## src/rtl/capsense_csd_pkg.sv

```systemverilog
// Shared definitions for the CSD scan sequencer: state encoding, default widths,
// and the timer width helper.
package capsense_csd_pkg;

  localparam int CAPSNS_NUM_SENSORS    = 16;
  localparam int CAPSNS_SEL_W          = 4;
  localparam int CAPSNS_COUNT_W        = 16;
  localparam int CAPSNS_SETTLE_CYCLES  = 8;
  localparam int CAPSNS_TIMEOUT_CYCLES = 65535;

  localparam logic [2:0] CAPSNS_SCAN_IDLE    = 3'd0;
  localparam logic [2:0] CAPSNS_SCAN_SETTLE  = 3'd1;
  localparam logic [2:0] CAPSNS_SCAN_START   = 3'd2;
  localparam logic [2:0] CAPSNS_SCAN_WAIT    = 3'd3;
  localparam logic [2:0] CAPSNS_SCAN_RELEASE = 3'd4;
  localparam logic [2:0] CAPSNS_SCAN_PUSH    = 3'd5;
  localparam logic [2:0] CAPSNS_SCAN_DONE    = 3'd6;

  typedef enum logic [2:0] {
    ST_IDLE    = CAPSNS_SCAN_IDLE,
    ST_SETTLE  = CAPSNS_SCAN_SETTLE,
    ST_START   = CAPSNS_SCAN_START,
    ST_WAIT    = CAPSNS_SCAN_WAIT,
    ST_RELEASE = CAPSNS_SCAN_RELEASE,
    ST_PUSH    = CAPSNS_SCAN_PUSH,
    ST_DONE    = CAPSNS_SCAN_DONE
  } scan_state_t;

  // Timer is loaded with max_cycles-1, so clog2(max_cycles) bits suffice.
  function automatic int timer_w(input int max_cycles);
    return (max_cycles < 2) ? 1 : $clog2(max_cycles);
  endfunction

endpackage

```

## src/rtl/capsense_csd_settle_timer.sv

```systemverilog
// Down-counter: load a value, count down while run is high, done when it reaches zero.
module capsense_csd_settle_timer #(
  parameter int W = 3
) (
  input  logic         clock,
  input  logic         reset,
  input  logic         load,
  input  logic [W-1:0] load_val,
  input  logic         run,
  output logic         done
);

  logic [W-1:0] cnt;

  always_ff @(posedge clock or negedge reset) begin
    if (!reset)                      cnt <= '0;
    else if (load)                   cnt <= load_val;
    else if (run && (cnt != '0))     cnt <= cnt - W'(1);
  end

  assign done = (cnt == '0);

endmodule

```

## src/rtl/capsense_csd_scan_sequencer.sv

```systemverilog
// CSD scan sequencer: steps first..last sensors through settle/measure/push.
// Optional WAIT watchdog enabled by defining CAPSNS_SCAN_TIMEOUT_EN.
module capsense_csd_scan_sequencer
  import capsense_csd_pkg::*;
#(
  parameter int NUM_SENSORS    = CAPSNS_NUM_SENSORS,
  parameter int SEL_W          = CAPSNS_SEL_W,
  parameter int COUNT_W        = CAPSNS_COUNT_W,
  parameter int SETTLE_CYCLES  = CAPSNS_SETTLE_CYCLES,
  parameter int TIMEOUT_CYCLES = CAPSNS_TIMEOUT_CYCLES
) (
  input  logic               clock,
  input  logic               reset,
  input  logic               enable,
  input  logic               scan_go,
  input  logic [SEL_W-1:0]   first_sensor,
  input  logic [SEL_W-1:0]   last_sensor,
  output logic               meas_start,
  input  logic               meas_done,
  input  logic [COUNT_W-1:0] meas_count,
  output logic [SEL_W-1:0]   sensor_sel,
  output logic               sensor_en,
  output logic               res_valid,
  input  logic               res_ready,
  output logic [SEL_W-1:0]   res_idx,
  output logic [COUNT_W-1:0] res_count,
  output logic               busy,
  output logic               scan_done,
  output logic               cfg_err
);

`ifdef CAPSNS_SCAN_TIMEOUT_EN
  localparam int TMAX = (SETTLE_CYCLES > TIMEOUT_CYCLES) ? SETTLE_CYCLES : TIMEOUT_CYCLES;
`else
  localparam int TMAX = SETTLE_CYCLES;
`endif
  localparam int TW = timer_w(TMAX);
  localparam logic [SEL_W:0] MAX_IDX = (SEL_W+1)'(NUM_SENSORS - 1);

  scan_state_t        state, state_d;
  logic [SEL_W-1:0]   last_q, last_d, sel_d, ri_d;
  logic [COUNT_W-1:0] rc_d;
  logic               ms_d, en_d, rv_d, sd_d, ce_d;
  logic               tmr_load, tmr_done, tmr_run;
  logic [TW-1:0]      tmr_val;

  assign busy    = (state != ST_IDLE);
  assign tmr_run = (state == ST_SETTLE) || (state == ST_WAIT);

  capsense_csd_settle_timer #(.W(TW)) u_timer (
    .clock    (clock),
    .reset    (reset),
    .load     (tmr_load),
    .load_val (tmr_val),
    .run      (tmr_run),
    .done     (tmr_done)
  );

  always_ff @(posedge clock or negedge reset) begin
    if (!reset) begin
      state      <= ST_IDLE;
      last_q     <= '0;
      sensor_sel <= '0;
      sensor_en  <= 1'b0;
      meas_start <= 1'b0;
      res_valid  <= 1'b0;
      res_idx    <= '0;
      res_count  <= '0;
      scan_done  <= 1'b0;
      cfg_err    <= 1'b0;
    end else begin
      state      <= state_d;
      last_q     <= last_d;
      sensor_sel <= sel_d;
      sensor_en  <= en_d;
      meas_start <= ms_d;
      res_valid  <= rv_d;
      res_idx    <= ri_d;
      res_count  <= rc_d;
      scan_done  <= sd_d;
      cfg_err    <= ce_d;
    end
  end

  always_comb begin
    state_d  = state;
    last_d   = last_q;
    sel_d    = sensor_sel;
    en_d     = sensor_en;
    ms_d     = meas_start;
    rv_d     = res_valid;
    ri_d     = res_idx;
    rc_d     = res_count;
    sd_d     = 1'b0;
    ce_d     = 1'b0;
    tmr_load = 1'b0;
    tmr_val  = TW'(SETTLE_CYCLES - 1);
    if (!enable) begin
      // Abort: drop the channel, the sensor and any pending result.
      state_d = ST_IDLE;
      ms_d    = 1'b0;
      en_d    = 1'b0;
      rv_d    = 1'b0;
    end else begin
      case (state)
        ST_IDLE: if (scan_go) begin
          if ((first_sensor <= last_sensor) && ({1'b0, last_sensor} <= MAX_IDX)) begin
            last_d   = last_sensor;
            sel_d    = first_sensor;
            en_d     = 1'b1;
            tmr_load = 1'b1;
            state_d  = ST_SETTLE;
          end else begin
            ce_d = 1'b1;
          end
        end
        ST_SETTLE: if (tmr_done) begin
          ms_d    = 1'b1;
          state_d = ST_START;
        end
        ST_START: begin
          // meas_done is deliberately not looked at here.
          state_d = ST_WAIT;
`ifdef CAPSNS_SCAN_TIMEOUT_EN
          tmr_load = 1'b1;
          tmr_val  = TW'(TIMEOUT_CYCLES - 1);
`endif
        end
        ST_WAIT: begin
          if (meas_done) begin
            rc_d    = meas_count;
            ri_d    = sensor_sel;
            ms_d    = 1'b0;
            state_d = ST_RELEASE;
          end
`ifdef CAPSNS_SCAN_TIMEOUT_EN
          else if (tmr_done) begin
            rc_d    = '1;
            ri_d    = sensor_sel;
            ms_d    = 1'b0;
            state_d = ST_RELEASE;
          end
`endif
        end
        ST_RELEASE: if (!meas_done) begin
          rv_d    = 1'b1;
          state_d = ST_PUSH;
        end
        ST_PUSH: if (res_ready) begin
          rv_d = 1'b0;
          if (sensor_sel == last_q) begin
            en_d    = 1'b0;
            sd_d    = 1'b1;
            state_d = ST_DONE;
          end else begin
            sel_d    = sensor_sel + SEL_W'(1);
            tmr_load = 1'b1;
            state_d  = ST_SETTLE;
          end
        end
        ST_DONE: state_d = ST_IDLE;
        default: state_d = ST_IDLE;
      endcase
    end
  end

endmodule
```

## config.mk

```make
export PLATFORM = sky130hd
export DESIGN_NAME = capsense_csd_scan_sequencer
export DESIGN_NICKNAME = d
export VERILOG_FILES = /design/src/rtl/capsense_csd_pkg.sv /design/src/rtl/capsense_csd_settle_timer.sv /design/src/rtl/capsense_csd_scan_sequencer.sv
export SDC_FILE = /design/constraint.sdc
export NUM_CORES = 1
export LEC_CHECK = 0
export CORE_MARGIN = 3
export CORE_UTILIZATION = 43
export DETAILED_ROUTE_END_ITERATION = 6
export GPL_ROUTABILITY_DRIVEN = 0
export PLACE_DENSITY = 0.74
export SYNTH_ARGS = -nofsm -noshare
export SYNTH_HDL_FRONTEND = slang
export SYNTH_SLANG_ARGS = --single-unit
```

## constraint.sdc

```tcl
create_clock -name clock -period 5.8 [get_ports clock]
set_input_delay 1.16 -clock clock [delete_from_list [all_inputs] [get_ports clock]]
set_output_delay 1.16 -clock clock [all_outputs]
set_load 0.05 [all_outputs]
```

==> run summary, run 1 <==
outcome = completed
WS Path Type = input pin to flop
via count = 1558
commonest non-fill, non-tap cells in the layout = clkdlybuf4s50_1 (58), dfrtp_1 (39), mux2_2 (19)
PwrDens = 306 mW/mm^2
Final Non-Filler Cells = 292
setup violators final = 0
1st-pass router iterations = 4
# placed instances = 284
Gate Count Post-Synth = 181
Post-synth ARST share = 100%
CP cell instances = clkdlybuf4s50_1 > nand4_1 > mux2_2
Seq. cell area = 976 um^2
chip height = 74.7 um
crit path max fanout = 23
CTS H-Tree Depth = 2
gr ovfl total = 0
Residual DRC = 0
Total GRT Usage = 16.5%
final-layout fill cell count = 383
Area Overhead vs Synth = 34.0%
final period utilization = 55.8%
CTS tree = yes
Post-Route Skew = 0.00840 ns
Worst-Skew Late Latency = 0.29 ns
Worst Hold Class = flop to flop
Syn Nets = 218
Post-DRT Antenna Nets = 0
syn avg cell area = 11.2 um^2
delay of the slowest critical-path stage = 0.92 ns
required time worst endpoint = 5.97 ns
die area = 0.00558 mm^2
Slew Limit Fails = 0
Final Critical Period = 3.24 ns
Most used DFF post-synth = dfrtp_1
met3 Use GR = 4.41%
chip width = 74.7 um
Least-Margin Pin Slew = 1.06 ns
CTS sink cnt = 39
Setup WS post-layout = 2.56 ns
I/O pin count = 60
CP endpoint kind = flop
Seq/Total Area, Yosys = 48.1%
met2 GRT Util = 25.3%
Leak = 1.27 nW
Max Cap Viol = 0
first-pass GRT wire length = 6.96 mm
WP data arrival = 3.41 ns
area of the multi-input gates = 958 um^2
pre-CTS WS = 2.24 ns
number of flops mapped to enable cells by yosys = 0
Slew headroom = 28.9%
Slowest-stage cell, CP = nand4_1
# port buffers = 59
RSZ-0062 raised after global routing = no
Via density = 5.34
grt peak-use layer = met2
Wirelength per Cell = 15.3 um
largest net degree at the start of global routing = 40
Hold Buf Count CTS = 0
1st-iter DRT viols = 93
Total Routed Length = 4.48 mm
postcts setup bufs = 0
nets@finish = 276
Final TNS setup = 0 ns
vias in the first global route = 1442
root buffer cell = clkbuf_8
post_cts resized = 0
synth warn = 0
core footprint = 0.00444 mm^2
clock buffer depth = 2
routing usage on met1 = 22.8%
Synth cell types = 39
maximum clock frequency = 309 MHz
Max VDD drop = 0.000237 V
Core Rows = 24
number of synthesized register bits = 39
Final Hold Viols = 0
Post-Syn Area = 0.00203 mm^2
DP HPWL = 3.34 mm
initial antenna violation count = 0
commonest non-fill, non-tap cell in the layout = clkdlybuf4s50_1
total CTS buffers = 5
layout cells sized above 1 = 15.0%
initial core utilization = 45.7%
CP Launch Type = input pin
Worst-path clk slew = 0.08 ns
ANT cells = 0
## metal layers
metal  part of all wire, %  vias to the layer above
li1                      -                      768
met1                    46                      749
met2                    49                       35
met3                   3.6                        6
met4                   1.4                        0
met5                     0                        -
## power by group
part	total, mW	leakage, nW	internal [mW]	switching [mW]
Combinational	0.298	0.713	0.130	0.167
Clock	0.181	0.0412	0.0841	0.0966
Sequential	0.355	0.513	0.313	0.0414
## area by class of cell
type | count | area share [%]
sequential | 39 | 35.9
multi-input combinational | 121 | 35.3
timing repair buffer | 59 | 21.5
clock buffer | 6 | 2.67
tap | 52 | 2.39
inverter | 13 | 1.79
clock inverter | 2 | 0.460
## per-stage QoR
stage / util, % / hold WS (ns) / total power, mW / area, um^2
2_1_floorplan: - / 0.477 / 0.556 / 2030
3_3_place_gp: 59.3 / 0.468 / 0.653 / 2630
3_5_place_dp: 59.3 / 0.479 / 0.659 / 2630
4_1_cts: 61.2 / 0.498 / 0.840 / 2720
5_1_grt: 61.2 / 0.528 / 0.879 / 2720
6_report: 61.2 / 0.490 / 0.833 / 2720
## registers in the layout, summed over array words and instances (netlist names)
register     count
sensor_en        1
res_count       16
meas_start       1
u_timer.cnt      3
state            3
last_q           4
scan_done        1
res_idx          4
cfg_err          1
sensor_sel       4
res_valid        1
## worst paths after layout
path,from,to,slack [ns],cells after the start
min in group asynchronous,reset,res_count[7]$_DFFE_PN0P_,0.97,1
max,enable,res_count[5]$_DFFE_PN0P_,2.56,3
max in group asynchronous,reset,res_valid$_DFFE_PN0P_,4.28,1
max reg2reg,state[0]$_DFFE_PN0P_,res_count[5]$_DFFE_PN0P_,3.09,3
min reg2reg,res_idx[0]$_DFFE_PN0P_,res_idx[0]$_DFFE_PN0P_,0.49,2
min,res_idx[0]$_DFFE_PN0P_,res_idx[0]$_DFFE_PN0P_,0.49,2
## critical path, delay by kind of cell
| kind | cells | cell delay (ns) |
|---|---|---|
| mux | 1 | 0.61 |
| simple gates | 1 | 0.92 |
| buf+inv | 1 | 0.71 |
## Yosys cell counts (all sizes together), types with 2 or more instances
cell type / count / share of area (%)
a211oi: 2 / 0.74
a21oi: 8 / 2.0
a2bb2oi: 3 / 1.3
a31oi: 2 / 0.62
and3: 4 / 1.2
and4: 2 / 0.86
buf: 3 / 1.4
clkbuf: 5 / 0.92
dfrtp: 39 / 48
ha: 7 / 4.3
inv: 13 / 2.4
mux2: 23 / 14
nand2: 15 / 2.8
nand2b: 2 / 0.62
nand4: 2 / 0.62
nor2: 9 / 1.7
nor2b: 7 / 2.5
nor3: 3 / 0.74
o211a: 2 / 0.99
o211ai: 4 / 1.5
o21ai: 7 / 1.9
o221ai: 2 / 0.86
xnor2: 5 / 2.2
## kinds of logic after synthesis
group                      Yosys count  synth area share, %
AOI/OAI and AO/OA                   36                 13.9
xor gates and xnor gates             5                 2.16
adders and majority gates            7                 4.32
buffers and inverters               21                 4.69
DFF                                 39                 48.1
muxes                               23                 13.5
and+or+nand+nor                     50                 13.4
Note: power is estimated with default switching activity, not from simulation.
==> inputs of run 2 (changes only) <==
- clock period: 5.8 -> 3 ns (I/O delays scaled with it)
==> run summary, run 2 (synthesized netlist as in run 1, its figures left out) <==
utilization after layout = 61.7%
Max VDD drop = 0.000348 V
Max Cap Viol = 0
chip width = 74.7 um
core footprint = 0.00444 mm^2
CP cell instances = or3_4 > clkdlybuf4s50_1
nets@finish = 279
1st-pass router iterations = 4
required time worst endpoint = 2.40 ns
clock buffer depth = 2
most flop-heavy register = res_count
root buffer cell = clkbuf_8
post_cts resized = 0
delay of the slowest critical-path stage = 0.71 ns
Residual DRC = 0
postcts setup bufs = 0
CP endpoint kind = output port
first-pass GRT wire length = 7.50 mm
initial core utilization = 45.7%
WP buf/inv = 1
r2r endpoint = last_q[0]$_DFFE_PN0P_
largest net degree at the start of global routing = 40
crit path max fanout = 18
CP Launch Type = flop
Final TNS setup = 0 ns
setup violators final = 0
Leak = 1.28 nW
gr ovfl total = 0
max reg flops = 16
Slowest-stage cell, CP = clkdlybuf4s50_1
RSZ-0062 raised after global routing = no
via count = 1581
final period utilization = 87.8%
CTS sink cnt = 39
outcome = completed
Final Critical Period = 2.63 ns
Worst Hold Class = input pin to async pin
Hold Buf Count CTS = 0
Worst-path clk slew = 0.08 ns
CTS H-Tree Depth = 2
Post-DRT Antenna Nets = 0
WS Path Type = flop to output port
CTS tree = yes
I/O pin count = 60
flop-to-flop setup slack = 0.74 ns
PwrDens = 593 mW/mm^2
Total GRT Usage = 17.7%
Post-Route Skew = 0.00785 ns
Final Hold Viols = 0
1st-iter DRT viols = 87
Hold Slack = 0.419 ns
WP data arrival = 2.03 ns
Final Non-Filler Cells = 295
R2R Path Start = state[0]$_DFFE_PN0P_
family with the most delay on the worst path = buffers and inverters
Worst-Skew Late Latency = 0.29 ns
die area = 0.00558 mm^2
vias in the first global route = 1483
# port buffers = 59
total CTS buffers = 5
Slew Limit Fails = 0
Least-Margin Pin Slew = 0.887 ns
layout cells sized above 1 = 16.0%
commonest non-fill, non-tap cells in the layout = clkdlybuf4s50_1 (58), dfrtp_1 (39), mux2_2 (19)
initial antenna violation count = 0
Via density = 5.36
Total Routed Length = 4.70 mm
Wirelength per Cell = 15.9 um
# placed instances = 287
commonest non-fill, non-tap cell in the layout = clkdlybuf4s50_1
pre-CTS WS = 0.148 ns
chip height = 74.7 um
Setup WS post-layout = 0.367 ns
R2R cell count = 5
final-layout fill cell count = 371
Core Rows = 24
ANT cells = 0
Area Overhead vs Synth = 35.1%
Slew headroom = 40.9%
maximum clock frequency = 380 MHz
DP HPWL = 3.43 mm
[run 2: cell count changes in the layout (fill, tap and decap cells not counted), sizes merged]
cell / delta
buf: +3
[run 2: power by group]
group / total, mW / switching [mW] / internal, mW / leakage (nW)
clock network: 0.353 / 0.191 / 0.163 / 0.0412
registers: 0.686 / 0.0797 / 0.606 / 0.513
logic: 0.587 / 0.332 / 0.254 / 0.727
total: 1.63 / 0.603 / 1.02 / 1.28
[run 2: cell type report]
type / count / area (um^2) / area share (%)
Sequential cell: 39 / 976 / 35.6
Multi-Input combinational cell: 121 / 958 / 35.0
Timing Repair Buffer: 62 / 608 / 22.2
Clock buffer: 6 / 72.6 / 2.65
Tap cell: 52 / 65.1 / 2.37
Inverter: 13 / 48.8 / 1.78
Clock inverter: 2 / 12.5 / 0.456
[run 2: how the worst max path moves through the flow]
| stage | startpoint | end | slack (ns) | depth (start not counted) |
|---|---|---|---|---|
| global placement | last_sensor[3] | last_q[1]$_DFFE_PN0P_ | 0.21 | 8 |
| finish | state[0]$_DFFE_PN0P_ | busy | 0.37 | 2 |
| global route | state[0]$_DFFE_PN0P_ | busy | 0.30 | 2 |
| detailed placement | last_sensor[3] | last_q[3]$_DFFE_PN0P_ | 0.15 | 8 |
| floorplan | last_sensor[3] | sensor_sel[1]$_DFFE_PN0P_ | 0.75 | 7 |
| CTS | state[0]$_DFFE_PN0P_ | busy | 0.38 | 2 |
[run 2: metal layers]
layer  global-route usage [%]  share of wire (%)  vias to the layer above
li1                         -                  -                      766
met1                     25.8                 46                      775
met2                     26.9                 48                       36
met3                     3.47                4.2                        4
met4                     5.34                1.2                        0
met5                        0                  0                        -
[run 2: stage by stage]
step                      power, mW  cell area [um^2]
final                          1.63              2740
after global routing           1.73              2740
after CTS                      1.64              2740
after detailed placement       1.28              2660
after global placement         1.26              2660
after floorplan                1.08              2030
